### src/rtl/iq_deserializer_pkg.sv
// Shared definitions for the I/Q deserializer: word sizes, sync pairs, tracker states.
package iq_deserializer_pkg;

  localparam int unsigned I_LEN_DEF = 14;
  localparam int unsigned Q_LEN_DEF = 14;

  typedef struct packed {
    logic rise;
    logic fall;
  } iq_pair_t;

  localparam iq_pair_t ISYNC = '{rise: 1'b1, fall: 1'b0};
  localparam iq_pair_t QSYNC = '{rise: 1'b0, fall: 1'b1};

  typedef enum logic [1:0] {
    ST_HUNT   = 2'd0,
    ST_VERIFY = 2'd1,
    ST_LOCKED = 2'd2
  } sync_state_t;

  // Clocks per frame: one pair per clock plus the two sync slots.
  function automatic int unsigned frame_len(input int unsigned i_len, input int unsigned q_len);
    return (i_len + q_len) / 2 + 2;
  endfunction

endpackage

### src/rtl/iq_deserializer_if.sv
// DDR pair input and reassembled sample output of the I/Q deserializer.
interface iq_deserializer_if #(
  parameter int unsigned I_LEN = 14,
  parameter int unsigned Q_LEN = 14
);
  logic             din_rise;
  logic             din_fall;
  logic [I_LEN-1:0] i_out;
  logic [Q_LEN-1:0] q_out;
  logic             sample_valid;
  logic             locked;
  logic [15:0]      sync_err_cnt;

  modport master (
    output din_rise, din_fall,
    input  i_out, q_out, sample_valid, locked, sync_err_cnt
  );

  modport slave (
    input  din_rise, din_fall,
    output i_out, q_out, sample_valid, locked, sync_err_cnt
  );
endinterface

### src/rtl/iq_sync_tracker.sv
// Frame sync tracker: slot counter, HUNT/VERIFY/LOCKED FSM, lock and miss counters.
module iq_sync_tracker
  import iq_deserializer_pkg::*;
#(
  parameter int unsigned I_LEN    = I_LEN_DEF,
  parameter int unsigned Q_LEN    = Q_LEN_DEF,
  parameter int unsigned LOCK_CNT = 4,
  parameter int unsigned MISS_MAX = 2,
  localparam int unsigned SLOT_W  = $clog2(frame_len(I_LEN, Q_LEN))
) (
  input  logic              clk,
  input  logic              rst_n,
  input  iq_pair_t          i_pair,
  output logic [SLOT_W-1:0] o_slot,
  output logic              o_locked,
  output logic [15:0]       o_sync_err_cnt,
  output logic              o_frame_ok_c
);
  localparam int unsigned F      = frame_len(I_LEN, Q_LEN);
  localparam int unsigned QS     = I_LEN / 2 + 1;
  localparam int unsigned GOOD_W = $clog2(LOCK_CNT + 1);
  localparam int unsigned MISS_W = $clog2(MISS_MAX + 1);
  localparam int unsigned ERR_W  = 16;

  sync_state_t       r_state, w_state_nxt;
  logic [SLOT_W-1:0] r_slot, w_slot_nxt;
  logic [GOOD_W-1:0] r_good, w_good_nxt, w_good_inc;
  logic [MISS_W-1:0] r_miss, w_miss_nxt, w_miss_inc;
  logic [ERR_W-1:0]  r_err, w_err_nxt;
  logic              r_isync_ok, w_isync_ok_nxt;
  logic              r_qsync_ok, w_qsync_ok_nxt;
  logic              r_locked;
  logic              w_chk_i, w_chk_q, w_match;

  assign w_chk_i    = (r_slot == '0);
  assign w_chk_q    = (r_slot == SLOT_W'(QS));
  assign w_match    = w_chk_i ? (i_pair == ISYNC) : (i_pair == QSYNC);
  assign w_good_inc = r_good + GOOD_W'(1);
  assign w_miss_inc = r_miss + MISS_W'(1);

  // State and counter registers.
  always_ff @(posedge clk) begin
    if (!rst_n) begin
      r_state    <= ST_HUNT;
      r_slot     <= '0;
      r_good     <= '0;
      r_miss     <= '0;
      r_err      <= '0;
      r_isync_ok <= 1'b0;
      r_qsync_ok <= 1'b0;
      r_locked   <= 1'b0;
    end else begin
      r_state    <= w_state_nxt;
      r_slot     <= w_slot_nxt;
      r_good     <= w_good_nxt;
      r_miss     <= w_miss_nxt;
      r_err      <= w_err_nxt;
      r_isync_ok <= w_isync_ok_nxt;
      r_qsync_ok <= w_qsync_ok_nxt;
      r_locked   <= (w_state_nxt == ST_LOCKED);
    end
  end

  // Next state; the slot counter is parked at 0 while hunting.
  always_comb begin
    w_state_nxt    = r_state;
    w_slot_nxt     = (r_slot == SLOT_W'(F - 1)) ? '0 : r_slot + SLOT_W'(1);
    w_good_nxt     = r_good;
    w_miss_nxt     = r_miss;
    w_err_nxt      = r_err;
    w_isync_ok_nxt = r_isync_ok;
    w_qsync_ok_nxt = r_qsync_ok;
    unique case (r_state)
      ST_HUNT: begin
        w_slot_nxt = '0;
        if (i_pair == ISYNC) begin
          w_state_nxt    = ST_VERIFY;
          w_slot_nxt     = SLOT_W'(1);
          w_good_nxt     = GOOD_W'(1);
          w_isync_ok_nxt = 1'b1;
          w_qsync_ok_nxt = 1'b0;
        end
      end
      ST_VERIFY: begin
        if (w_chk_i || w_chk_q) begin
          if (w_chk_i) w_isync_ok_nxt = w_match;
          else         w_qsync_ok_nxt = w_match;
          if (w_match) begin
            w_good_nxt = w_good_inc;
            if (w_good_inc == GOOD_W'(LOCK_CNT)) begin
              w_state_nxt = ST_LOCKED;
              w_miss_nxt  = '0;
            end
          end else begin
            w_state_nxt = ST_HUNT;
            w_slot_nxt  = '0;
            w_good_nxt  = '0;
          end
        end
      end
      ST_LOCKED: begin
        if (w_chk_i || w_chk_q) begin
          if (w_chk_i) w_isync_ok_nxt = w_match;
          else         w_qsync_ok_nxt = w_match;
          if (w_match) begin
            w_miss_nxt = '0;
          end else begin
            w_miss_nxt = w_miss_inc;
            if (r_err != '1) w_err_nxt = r_err + ERR_W'(1);
            if (w_miss_inc == MISS_W'(MISS_MAX)) begin
              w_state_nxt = ST_HUNT;
              w_slot_nxt  = '0;
              w_good_nxt  = '0;
            end
          end
        end
      end
      default: begin
        w_state_nxt = ST_HUNT;
        w_slot_nxt  = '0;
      end
    endcase
  end

  // Outputs; a frame is released on its last slot only if both syncs matched.
  always_comb begin
    o_frame_ok_c = (r_state == ST_LOCKED) && (r_slot == SLOT_W'(F - 1))
                   && r_isync_ok && r_qsync_ok;
  end

  assign o_slot         = r_slot;
  assign o_locked       = r_locked;
  assign o_sync_err_cnt = r_err;

endmodule

### src/rtl/iq_deserializer.sv
// DDR I/Q deserializer: input inversion, I/Q shift registers and sample output registers.
module iq_deserializer
  import iq_deserializer_pkg::*;
#(
  parameter int unsigned I_LEN    = I_LEN_DEF,
  parameter int unsigned Q_LEN    = Q_LEN_DEF,
  parameter int unsigned LOCK_CNT = 4,
  parameter int unsigned MISS_MAX = 2,
  parameter bit          INVERT   = 1'b0
) (
  input logic               clk,
  input logic               rst_n,
  iq_deserializer_if.slave  bus
);
  localparam int unsigned F      = frame_len(I_LEN, Q_LEN);
  localparam int unsigned SLOT_W = $clog2(F);
  localparam int unsigned QS     = I_LEN / 2 + 1;

  iq_pair_t          w_pair;
  logic [SLOT_W-1:0] w_slot;
  logic              w_locked;
  logic              w_frame_ok;
  logic [15:0]       w_err;
  logic              w_i_shift, w_q_shift;
  logic [I_LEN-1:0]  r_i_sr, r_i_out;
  logic [Q_LEN-1:0]  r_q_sr, r_q_out, w_q_word;
  logic              r_valid;

  assign w_pair    = {bus.din_rise ^ INVERT, bus.din_fall ^ INVERT};
  assign w_i_shift = (w_slot != '0) && (w_slot <= SLOT_W'(I_LEN / 2));
  assign w_q_shift = (w_slot > SLOT_W'(QS));
  // The last Q pair is merged straight into the output word for 1-clk latency.
  assign w_q_word  = {r_q_sr[Q_LEN-3:0], w_pair};

  iq_sync_tracker #(
    .I_LEN    (I_LEN),
    .Q_LEN    (Q_LEN),
    .LOCK_CNT (LOCK_CNT),
    .MISS_MAX (MISS_MAX)
  ) u_tracker (
    .clk            (clk),
    .rst_n          (rst_n),
    .i_pair         (w_pair),
    .o_slot         (w_slot),
    .o_locked       (w_locked),
    .o_sync_err_cnt (w_err),
    .o_frame_ok_c   (w_frame_ok)
  );

  // Shift registers and output sample registers.
  always_ff @(posedge clk) begin
    if (!rst_n) begin
      r_i_sr  <= '0;
      r_q_sr  <= '0;
      r_i_out <= '0;
      r_q_out <= '0;
      r_valid <= 1'b0;
    end else begin
      if (w_i_shift) r_i_sr <= {r_i_sr[I_LEN-3:0], w_pair};
      if (w_q_shift) r_q_sr <= w_q_word;
      r_valid <= w_frame_ok;
      if (w_frame_ok) begin
        r_i_out <= r_i_sr;
        r_q_out <= w_q_word;
      end
    end
  end

  assign bus.i_out        = r_i_out;
  assign bus.q_out        = r_q_out;
  assign bus.sample_valid = r_valid;
  assign bus.locked       = w_locked;
  assign bus.sync_err_cnt = w_err;

endmodule

### src/flat_wrapper.sv
// flat-port wrapper written by rule: the top's interface ports become plain ports
module iq_deserializer_flat import iq_deserializer_pkg::*;
#(
  parameter int unsigned I_LEN    = I_LEN_DEF,
  parameter int unsigned Q_LEN    = Q_LEN_DEF,
  parameter int unsigned LOCK_CNT = 4,
  parameter int unsigned MISS_MAX = 2,
  parameter bit          INVERT   = 1'b0
)
  (clk, rst_n, bus_din_rise, bus_din_fall, bus_i_out, bus_q_out, bus_sample_valid, bus_locked, bus_sync_err_cnt);
  iq_deserializer_if #(.I_LEN(I_LEN), .Q_LEN(Q_LEN)) bus_i ();
  input logic clk;
  input logic rst_n;
  input wire logic [$bits(bus_i.din_rise)-1:0] bus_din_rise;
  input wire logic [$bits(bus_i.din_fall)-1:0] bus_din_fall;
  output wire logic [$bits(bus_i.i_out)-1:0] bus_i_out;
  output wire logic [$bits(bus_i.q_out)-1:0] bus_q_out;
  output wire logic [$bits(bus_i.sample_valid)-1:0] bus_sample_valid;
  output wire logic [$bits(bus_i.locked)-1:0] bus_locked;
  output wire logic [$bits(bus_i.sync_err_cnt)-1:0] bus_sync_err_cnt;
  assign bus_i.din_rise = bus_din_rise;
  assign bus_i.din_fall = bus_din_fall;
  assign bus_i_out = bus_i.i_out;
  assign bus_q_out = bus_i.q_out;
  assign bus_sample_valid = bus_i.sample_valid;
  assign bus_locked = bus_i.locked;
  assign bus_sync_err_cnt = bus_i.sync_err_cnt;
  iq_deserializer #(.I_LEN(I_LEN), .Q_LEN(Q_LEN), .LOCK_CNT(LOCK_CNT), .MISS_MAX(MISS_MAX), .INVERT(INVERT)) u_core (.clk(clk), .rst_n(rst_n), .bus(bus_i));
endmodule
### config.mk
export PLATFORM = sky130hd
export DESIGN_NAME = iq_deserializer_flat
export DESIGN_NICKNAME = d
export VERILOG_FILES = /design/src/rtl/iq_deserializer_pkg.sv /design/src/rtl/iq_deserializer_if.sv /design/src/rtl/iq_sync_tracker.sv /design/src/rtl/iq_deserializer.sv /design/src/flat_wrapper.sv
export SDC_FILE = /design/constraint.sdc
export NUM_CORES = 1
export LEC_CHECK = 0
export BUFFER_PORTS_ARGS = -buffer_cell sky130_fd_sc_hd__buf_4
export CORE_MARGIN = 5
export CORE_UTILIZATION = 57
export CTS_CLUSTER_DIAMETER = 150
export CTS_CLUSTER_SIZE = 20
export DETAILED_ROUTE_END_ITERATION = 6
export HOLD_SLACK_MARGIN = 0.08
export MAX_ROUTING_LAYER = met4
export PLACE_DENSITY = 0.79
export SETUP_SLACK_MARGIN = 0.1
export SYNTH_ARGS = -nofsm -noshare
export SYNTH_HDL_FRONTEND = slang
export SYNTH_HIERARCHICAL = 1
export SYNTH_SLANG_ARGS = --single-unit
export TNS_END_PERCENT = 50
### constraint.sdc
create_clock -name clk -period 2.4 [get_ports clk]
set_input_delay 0.24 -clock clk [delete_from_list [all_inputs] [get_ports clk]]
set_output_delay 0.24 -clock clk [all_outputs]
set_load 0.02 [all_outputs]
==> run_results.csv <==
group,metric,value,unit
placed_design,pre_cts_slack,235,ps
global_routing,grt_pass1_vias,2808,
final_layout,fillers,517,
floorplan,start_util,59.3,%
synth,synth-edff-count,0,
clocking,postCtsHoldBufs,0,
clocking,root_buffer,"clkbuf_8",
worst_setup_path,cp_cell_sequence,"inv_1 > ha_1 > nand2b_4 > or4_1 > a31oi_1 > mux2i_1 > nor2_1",
floorplan,dieWidth,91.9,microns
placed_design,portBuffers,49,
final_layout,final_common_cell,"dfxtp_1",
hold_path,whs_path_depth,3,
synth,yosys.area_share.xor_xnor,2.29,%
placed_design,dpl.hpwl,5.12,mm
worst_setup_path,critPathSlowestCell,"or4_1",
floorplan,std_cell_rows,29,
job,drv_cap,0,
route,viasPerCell,5.57,
clocking,cts_sinks,85,
hold_path,min_to,"u_core/bus.q_out[1]",
final_layout,layout-drive-gt1-share,17.8,%
worst_setup_path,slowest_delay,600,ps
route,first_pass_iters,4,
floorplan,die_y,91.9,microns
final_layout,diodes,0,
synth,yosys.area_share.simple,22.7,%
global_routing,antenna_found_initial,0,
worst_setup_path,r2r-start,"u_core/u_tracker/o_slot[0]",
worst_setup_path,crit_family,"simple AND/OR/NAND/NOR gates",
clocking,htreeDepth,3,
worst_setup_path,cp.required,2630,ps
clocking,cts.clk_slew.worst_paths,90,ps
global_routing,grt_pass1_wl,12.8,mm
timing,skew,7.90,ps
floorplan,coreArea,0.00646,sq mm
floorplan,die-area,0.00845,sq mm
timing,fin_crit,2190,ps
timing,relSlewSlack,45.9,%
worst_setup_path,critPathKind,"flip-flop to flip-flop",
worst_setup_path,rrSetupSlack,210,ps
synth,synth_top_area_share,44.5,%
global_routing,track_usage,18.8,%
route,drt_wl_total,7.40,mm
timing,rsz0062_at_grt,"yes",
pwr,powerDensity,572,mW/mm^2
placed_design,gp_congestion,0.902,
pwr,p_sw_share,23.5,%
clocking,cts_setup_buffers,0,
route,drtAntennaViolNets,0,
synth,synth.area.mux_share,12.8,%
pwr,p_leak,1.62,nW
pwr,peakVddDrop,0.341,mV
final_layout,layout_common_cells,"85 x dfxtp_1, 54 x buf_4, 48 x mux2i_1, 45 x nand2_1, 30 x nor2b_1",
status,outcome,"finished, final reports clean",
final_layout,area_growth,16.1,%
synth,avgSynthCellArea,9.47,sq um
global_routing,gr-total-overflow,0,
worst_setup_path,cp-end-kind,"flip-flop",
timing,fmax,456,MHz
synth,syn-instance-count,404,
synth,ys_seq_area_share,44.5,%
floorplan,boundaryPins,50,
clocking,clock_latency,350,ps
synth,ys_seq_elements,85,
timing,finalSetupViolCount,0,
synth,synth_area_leader_cell,"dfxtp_1",
pwr,clkPwrFrac,39.5,%
clocking,cts_tree,"yes",
route,vias,2964,
synth,syn_nets,418,
hold_path,hp-class,"input port to flip-flop",
route,drtIter0Drc,135,
synth,ys_types,54,
pwr,comb_power_share,4.5,%
timing,hold_viol_final,0,
worst_setup_path,reg2reg_to,"u_core/u_tracker/o_sync_err_cnt[1]",
timing,fin_crit_sh,91.4,%
timing,setup_ws,206,ps
timing,maxSlewViolCount,0,
clocking,cts_inserted_buffers,9,
synth,syn-cell-area,0.00383,sq mm
route,routedWlPerCell,13.9,microns
synth,ys_dominant_reg_cell,"dfxtp_1",
clocking,cts_max_path_buffers,2,
pwr,p_switching,0.597,mW
route,drcViolationCount,0,
synth,ys_top_cells_by_area,"dfxtp_1 44%, mux2i_1 13%, nor2b_1 4.9%",
worst_setup_path,worstRegToRegCells,7,
worst_setup_path,crit_buf_inv,1,
clocking,cts-resized-gates,0,
synth,synth_top_family_by_area,"simple AND/OR/NAND/NOR gates",
global_routing,grt_max_degree,75,
hold_path,min-delay-start,"bus_din_rise",
timing,final.setup.tns,0,ps
synth,synth_compound_area_share,10.5,%
worst_setup_path,arrival,2420,ps
synth,synthAdderAreaFrac,3.27,%
worst_setup_path,crit_path_max_fanout,7,
pwr,pwr-share-seq,56.0,%
worst_setup_path,critPathLaunchType,"flip-flop",
pwr,intPower,1.94,mW
synth,synth.yosys.warnings,6,
synth,async_reset_ff_share,0,%
timing,worstMarginPinSlew,812,ps
final_layout,final_nets,464,
-- state kept, by name (all words and copies together), names as in the netlist --
signal                           count
u_core/u_tracker/r_state             2
u_core/u_tracker/r_qsync_ok          1
u_core/u_tracker/o_slot              4
u_core/u_tracker/o_locked            1
u_core/u_tracker/r_miss              2
u_core/bus.sample_valid              1
u_core/bus.i_out                    14
u_core/u_tracker/r_isync_ok          1
u_core/u_tracker/o_sync_err_cnt     16
u_core/bus.q_out                    14
u_core/r_i_sr                       14
u_core/r_q_sr                       12
u_core/u_tracker/r_good              3
-- worst min-delay path, delay by kind of cell --
kind                   cells  cell delay [ps]
buffers and inverters      1              140
multiplexers               1               80
AND/OR/NAND/NOR            1               90
-- cells in the mapped netlist (2+ instances only) --
cell	count
a211o_1	3
a21o_1	2
a21oi_1	13
a311oi_1	2
a31oi_1	2
and2_1	4
and3_1	3
and4_1	3
buf_2	5
buf_4	2
buf_6	3
clkbuf_1	8
dfxtp_1	85
ha_1	10
inv_1	11
mux2i_1	48
nand2_1	45
nand2b_1	4
nand3_1	19
nand3b_1	2
nand4_1	7
nor2_1	19
nor2b_1	30
nor3_1	4
nor3b_1	2
o21ai_0	24
o31ai_1	2
or3_1	6
or4_1	3
xnor2_1	5
xor2_1	5
-- per-stage QoR --
step	cells	power (mW)	instance area [sq um]	hold WS, ps	utilization (%)
floorplan	404	1.54	3830	366	-
global placement	516	1.56	4240	442	65.7
detailed placement	516	1.57	4240	448	65.7
CTS	532	2.57	4440	220	68.8
global route	532	2.65	4450	260	68.8
finish	532	2.54	4450	236	68.8
-- cells by family (layout without fill, tap and decap cells) --
family,after synthesis,in the layout
buf+inv,31,82
xor+xnor,10,10
flops,85,85
simple gates,160,160
mux,49,49
compound gates,59,59
fa+ha+maj,10,10
-- power by group through the flow --
stage                     logic [mW]  clock network, mW  registers (mW)
after global placement         0.109                  0            1.46
after CTS                      0.112               1.03            1.42
after global routing           0.126               1.10            1.42
after floorplan               0.0863                  0            1.45
after detailed placement       0.111                  0            1.46
final                          0.114               1.00            1.42
-- worst max-delay path by stage --
stage | from | to | slack [ps] | depth (start not counted)
detailed placement | u_core/u_tracker/o_slot[0] | u_core/u_tracker/r_miss[0] | 230 | 7
global placement | u_core/u_tracker/o_slot[0] | u_core/u_tracker/r_miss[1] | 310 | 7
floorplan | u_core/u_tracker/o_slot[0] | u_core/u_tracker/o_sync_err_cnt[13] | 380 | 7
finish | u_core/u_tracker/o_slot[0] | u_core/u_tracker/o_sync_err_cnt[1] | 210 | 7
CTS | u_core/u_tracker/o_slot[0] | u_core/u_tracker/r_miss[0] | 230 | 7
global route | u_core/u_tracker/o_slot[0] | u_core/u_tracker/o_sync_err_cnt[5] | 50 | 7
-- per-layer routing --
layer / wire [microns] / GRT usage [%] / vias up / part of all wire, %
met1: 3440 / 23.3 / 1371 / 46
li1: - / - / 1502 / -
met5: 0 / - / - / 0
met4: 82 / 6.44 / 0 / 1.1
met3: 380 / 4.75 / 7 / 5.1
met2: 3500 / 29.9 / 84 / 47
-- cell type report --
type                    count  area [sq um]  area share (%)
multi-input cells         288          1980            44.6
flip-flops and latches     85          1700            38.3
repair buffers             55           425            9.57
clock buffers               9           124            2.79
well taps                  77          96.3            2.17
clock inverters             7          72.6            1.63
inverters                  11          41.3           0.929
Note: power is estimated with default switching activity, not from simulation.
